[src/rtl/aes_key_expand_ctrl.sv]
// aes_key_expand_ctrl
// Sequencer for AES-128 key expansion. Feeds the external single-round key
// schedule unit (rk_cur/rcon), waits RU_LAT cycles per round, captures each
// returned round key into an (NR+1)-entry store, and serves registered reads
// of that store to the cipher datapath.
//
// Handshake: start is accepted on a rising edge only while busy=0 and the
// FSM is in IDLE; key is sampled on that same edge only. done pulses for one
// cycle when every round key is stored; ready stays high until the next
// accepted start (or reset). The round unit has no handshake: rk_cur/rcon
// are held stable and rk_next is sampled RU_LAT cycles later.
//
// Optional feature: define KEY_EXP_INV_RD_EN to add the rd_inv input, which
// reads the store in reverse (decryption) order.
module aes_key_expand_ctrl #(
    parameter int NR     = 10,
    parameter int RU_LAT = 2
) (
    input  logic         clk,
    input  logic         rst,
    input  logic         start,
    input  logic [127:0] key,
    output logic         busy,
    output logic         done,
    output logic         ready,
    output logic [127:0] rk_cur,
    output logic [31:0]  rcon,
    input  logic [127:0] rk_next,
    input  logic [3:0]   rd_addr,
`ifdef KEY_EXP_INV_RD_EN
    input  logic         rd_inv,
`endif
    output logic [127:0] rd_data
);

    localparam int CW = (RU_LAT > 1) ? $clog2(RU_LAT) : 1;

    typedef enum logic [1:0] {
        IDLE = 2'd0,
        RUN  = 2'd1,
        DONE = 2'd2
    } state_t;

    state_t         state;
    logic [CW-1:0]  cnt;
    logic [3:0]     round;
    logic [7:0]     rc;
    logic [127:0]   rk [0:NR];

    logic [3:0]     rd_idx;
    logic           rd_ok;

    // GF(2^8) doubling used to step the round constant.
    function automatic logic [7:0] xtime(input logic [7:0] v);
        return {v[6:0], 1'b0} ^ (v[7] ? 8'h1b : 8'h00);
    endfunction

    // The round unit sees the round constant in the top byte.
    assign rcon = {rc, 24'h0};

    // Expansion FSM, round-key store and all control outputs.
    always_ff @(posedge clk or posedge rst) begin
        if (rst) begin
            state  <= IDLE;
            cnt    <= '0;
            round  <= '0;
            rc     <= '0;
            busy   <= 1'b0;
            done   <= 1'b0;
            ready  <= 1'b0;
            rk_cur <= '0;
            for (int i = 0; i <= NR; i++) begin
                rk[i] <= '0;
            end
        end else begin
            case (state)
                IDLE: begin
                    done <= 1'b0;
                    if (start) begin
                        rk[0]  <= key;
                        rk_cur <= key;
                        rc     <= 8'h01;
                        round  <= 4'd1;
                        cnt    <= '0;
                        busy   <= 1'b1;
                        ready  <= 1'b0;
                        state  <= RUN;
                    end
                end
                RUN: begin
                    if (cnt == CW'(RU_LAT - 1)) begin
                        rk[round] <= rk_next;
                        rk_cur    <= rk_next;
                        cnt       <= '0;
                        round     <= round + 4'd1;
                        if (round == 4'(NR)) begin
                            // Last round: keep rc as-is; it is cleared in DONE.
                            state <= DONE;
                        end else begin
                            rc <= xtime(rc);
                        end
                    end else begin
                        cnt <= cnt + CW'(1);
                    end
                end
                DONE: begin
                    done  <= 1'b1;
                    ready <= 1'b1;
                    busy  <= 1'b0;
                    rc    <= 8'h00;
                    state <= IDLE;
                end
                default: begin
                    state <= IDLE;
                end
            endcase
        end
    end

    // Read index: forward order, or mirrored when reverse reads are enabled.
    always_comb begin
        rd_ok  = (rd_addr <= 4'(NR));
        rd_idx = rd_addr;
`ifdef KEY_EXP_INV_RD_EN
        if (rd_inv) begin
            rd_idx = 4'(NR) - rd_addr;
        end
`endif
    end

    // Registered read port, active every cycle regardless of busy.
    always_ff @(posedge clk or posedge rst) begin
        if (rst) begin
            rd_data <= '0;
        end else begin
            rd_data <= rd_ok ? rk[rd_idx] : 128'h0;
        end
    end

endmodule

[config.mk]
export PLATFORM = sky130hd
export DESIGN_NAME = aes_key_expand_ctrl
export DESIGN_NICKNAME = d
export VERILOG_FILES = /design/src/rtl/aes_key_expand_ctrl.sv
export SDC_FILE = /design/constraint.sdc
export NUM_CORES = 2
export LEC_CHECK = 0
export BUFFER_PORTS_ARGS = -buffer_cell sky130_fd_sc_hd__clkbuf_2
export CAP_MARGIN = 20
export CORE_MARGIN = 3
export CORE_UTILIZATION = 30
export CTS_BUF_LIST = sky130_fd_sc_hd__clkbuf_4 sky130_fd_sc_hd__clkbuf_8 sky130_fd_sc_hd__clkbuf_16
export CTS_CLUSTER_DIAMETER = 80
export DETAILED_ROUTE_END_ITERATION = 8
export PLACE_DENSITY = 0.52
export SLEW_MARGIN = 20
export SYNTH_ARGS = -nofsm -noshare
export SYNTH_HDL_FRONTEND = slang
export SYNTH_SLANG_ARGS = --single-unit
export TNS_END_PERCENT = 20
[constraint.sdc]
create_clock -name clk -period 56.7 [get_ports clk]
set_input_delay 5.67 -clock clk [delete_from_list [all_inputs] [get_ports clk]]
set_output_delay 5.67 -clock clk [all_outputs]
set_load 0.05 [all_outputs]
==> flow_summary.toml <==
[outcome]
outcome = "finished clean"

[die]
ios = 554
die_area_sq_um = 257200
core-area_sq_um = 249300
dieHeight_um = 507.2
die_w_um = 507.2
start_util_pct = 30.22
rows = 183

[synth]
yosysTopAreaCellShare_pct = 55.85
synthTopCellsByArea = "dfrtp_1 56%, mux2_2 12%, mux2_1 7.3%, mux2i_1 6.1%, mux4_2 3.8%"
synth_area_per_cell_sq_um = 13.24
ys_ff_latch = 1682
yosysUniqueCellTypes = 41
synth_edf_count = 0
synth_top_cell_by_area = "dfrtp_1"
synth_area_sq_um = 75360
yosys_warnings = 0
synth_ff_type = "dfrtp_1"
async_reset_ff_share_pct = 100.0
yosysMostFrequentCell = "dfrtp_1"
yosysSeqAreaShare_pct = 55.85
postSynthCellCount = 5692
synth.cells.most_frequent = "1,682 x dfrtp_1, 796 x mux2_2, 488 x mux2_1, 462 x mux2i_1, 346 x o21ai_0"

[run]
maxCapViolCount = 0

[grt]
antenna_found_initial = 18
grt_first_pass_wirelength_mm = 357.0
grtUsageTotal_pct = 18.52
grt_max_degree = 178
grt_pass1_vias = 50300
grt-ovfl-total = 0

[pwr]
p_seq_share_pct = 43.0
p_switching_mw = 1.567
pwr-share-comb_pct = 30.0
leakage_nw = 38.94
clkPwrFrac_pct = 27.1
sw_frac_of_total_pct = 35.07
p_int_mw = 2.902
peakVddDrop_v = 0.00003326
powerDensity_nw_per_um2 = 51.84

[clock_tree]
cts_buffers = 177
hold_buffers = 0
path_clk_slew_ns = 0.06
clockBufferDepth = 3
clk_latency_ns = 0.81
cts_sinks = 1682
root_buffer = "clkbuf_16"
cts_resized = 0
cts_setup_buffers = 0
cts_tree = "built"
htreeDepth = 4

[setup_path]
r2r_slack_ns = 52.20
crit_type = "input pin to asynchronous set/reset pin"
r2r.worst_path.cells = 7
cpLargestDelayFamily = "buffers and inverters"
end_kind = "asynchronous set/reset pin"
startpoint_type = "input pin"
critPathSlowestCell = "buf_4"
worstPathCellList = "clkbuf_2 -> inv_8 -> buf_4 -> buf_4 -> buf_12 -> buf_4 -> buf_16"
critPathRequiredTime_ns = 57.68
cp_common_cell = "buf_4"
crit_arrival_ns = 9.77
r2r_end = "rk[958]"
r2r_start = "state[1]"
crit_buf_inv = 7
path_max_fanout = 177
cp_slowest_stage_delay_ns = 0.77

[cells_and_area]
drive_gt1_share_pct = 31.12
fin_nets = 6216
syn2layout_area_growth_pct = 14.40
fill_cells = 24390

[sta]
max-slew-margin-rel_pct = 24.41
worst_pin_slew_ns = 1.134
finalSetupTns_ns = 0
slew_violations = 0
period_needed_ns = 8.794
finalSetupViolations = 0
min_period_over_period_pct = 15.51
fin_ws_ns = 47.91
timing.fmax_mhz = 113.7
skew_ns = 0.02316
whs_ns = 0.4790
rsz0062_at_grt = "false"
hold_violations = 0

[detailed_routing]
via_count = 47500
dr.pass1.iters = 6
wl_per_cell_um = 25.66
drt-total-wl_mm = 241.9
ant_nets = 0
drtIter0Drc = 3152
route.detailed.drc = 0
vias_per_cell = 5.038

[placed_design]
dp_hpwl_mm = 148.3
place_congestion = 0.8143
port-buffer-count = 529
dp_slack_ns = 46.64

[min_path]
min_path_type = "flip-flop to flip-flop"
hold_depth = 2
min-delay-start = "rk[1324]"
min_to = "rk[1324]"
worst reg2reg max path, stage by stage, from the launching register on:
cell and delay, ns:
dfrtp_1 0.41, inv_1 0.17, ha_4 0.70, nand3b_4 0.27
nor3b_4 0.81, buf_4 0.66, buf_4 0.84, mux2_2 0.53
final cells by class:
type	count	area, sq um	share of cell area, %
antenna	7	17.52	0.02032
tap	3330	4167	4.833
clock inverter	67	807.0	0.9361
timing repair buffer	620	3491	4.049
multi-input combinational	3448	30270	35.11
inverter	15	68.82	0.07982
sequential	1682	42090	48.82
clock buffer	258	5300	6.148
worst max path at each step:
stage | start | end | slack (ns) | depth (start not counted)
finish | rst | rd_data[67] | 47.91 | 7
global route | rst | rk[1093] | 47.37 | 7
CTS | rst | rk[1093] | 47.52 | 6
detailed placement | rst | rd_data[67] | 46.64 | 6
global placement | rst | rd_data[67] | 46.72 | 6
floorplan | rst | busy | 3.56 | 1
metrics by stage:
stage	util (%)	total power [mW]	std cells	cell area [sq um]
2_1_floorplan	-	2.917	5715	75450
3_3_place_gp	32.08	3.243	9092	80000
3_5_place_dp	32.08	3.290	9092	80000
4_1_cts	34.53	4.513	9417	86100
5_1_grt	34.57	4.720	9425	86210
6_report	34.58	4.469	9427	86210
per-layer routing:
metal	up-vias	global-route usage, %	wire [um]
met5	-	0	76
met4	12	5.777	7151
met3	338	2.791	8781
met2	842	32.25	122300
met1	25480	23.61	103600
li1	20830	-	-
sequential cells by signal, indices dropped and copies added (netlist names):
signal and cells:
round 4, rc 8, busy 1, rd_data 128, rk_cur 128, cnt 1
ready 1, rk 1408, done 1, state 2
kinds of logic (layout without fill, tap and decap cells):
family | count (synthesis) | in the layout | share of synthesized area (%)
adders and majority gates | 9 | 9 | 0.1494
AOI/OAI and AO/OA | 969 | 969 | 7.114
DFF | 1682 | 1682 | 55.85
buffers and inverters | 585 | 960 | 4.282
other | 1 | 31 | 0.004976
xor gates and xnor gates | 6 | 6 | 0.06973
muxes | 1874 | 1874 | 29.15
and+or+nand+nor | 566 | 566 | 3.379
placed cells by master, fill, tap and decap left out, drive strengths merged, types with 2 or more instances in the layout:
cell type / n
inv: 25
buf: 94
clkbuf: 784
nand2: 269
diode: 7
and3: 3
conb: 24
mux2: 1284
nor3b: 2
xnor2: 5
ha: 9
a31oi: 4
nand2b: 4
mux4: 128
o21ai: 520
clkinvlp: 3
a21oi: 314
nor2: 144
a221oi: 128
dfrtp: 1682
nand3: 8
clkinv: 43
mux2i: 462
nand4: 2
nor2b: 129
bufinv: 11
power by group through the flow:
stage | clock (mW) | combinational, mW | sequential, mW
2_1_floorplan | 0 | 0.816 | 2.10
3_3_place_gp | 0 | 1.32 | 1.92
3_5_place_dp | 0 | 1.35 | 1.94
4_1_cts | 1.24 | 1.35 | 1.92
5_1_grt | 1.29 | 1.46 | 1.97
6_report | 1.21 | 1.34 | 1.92
Note: power is estimated with default switching activity, not from simulation.
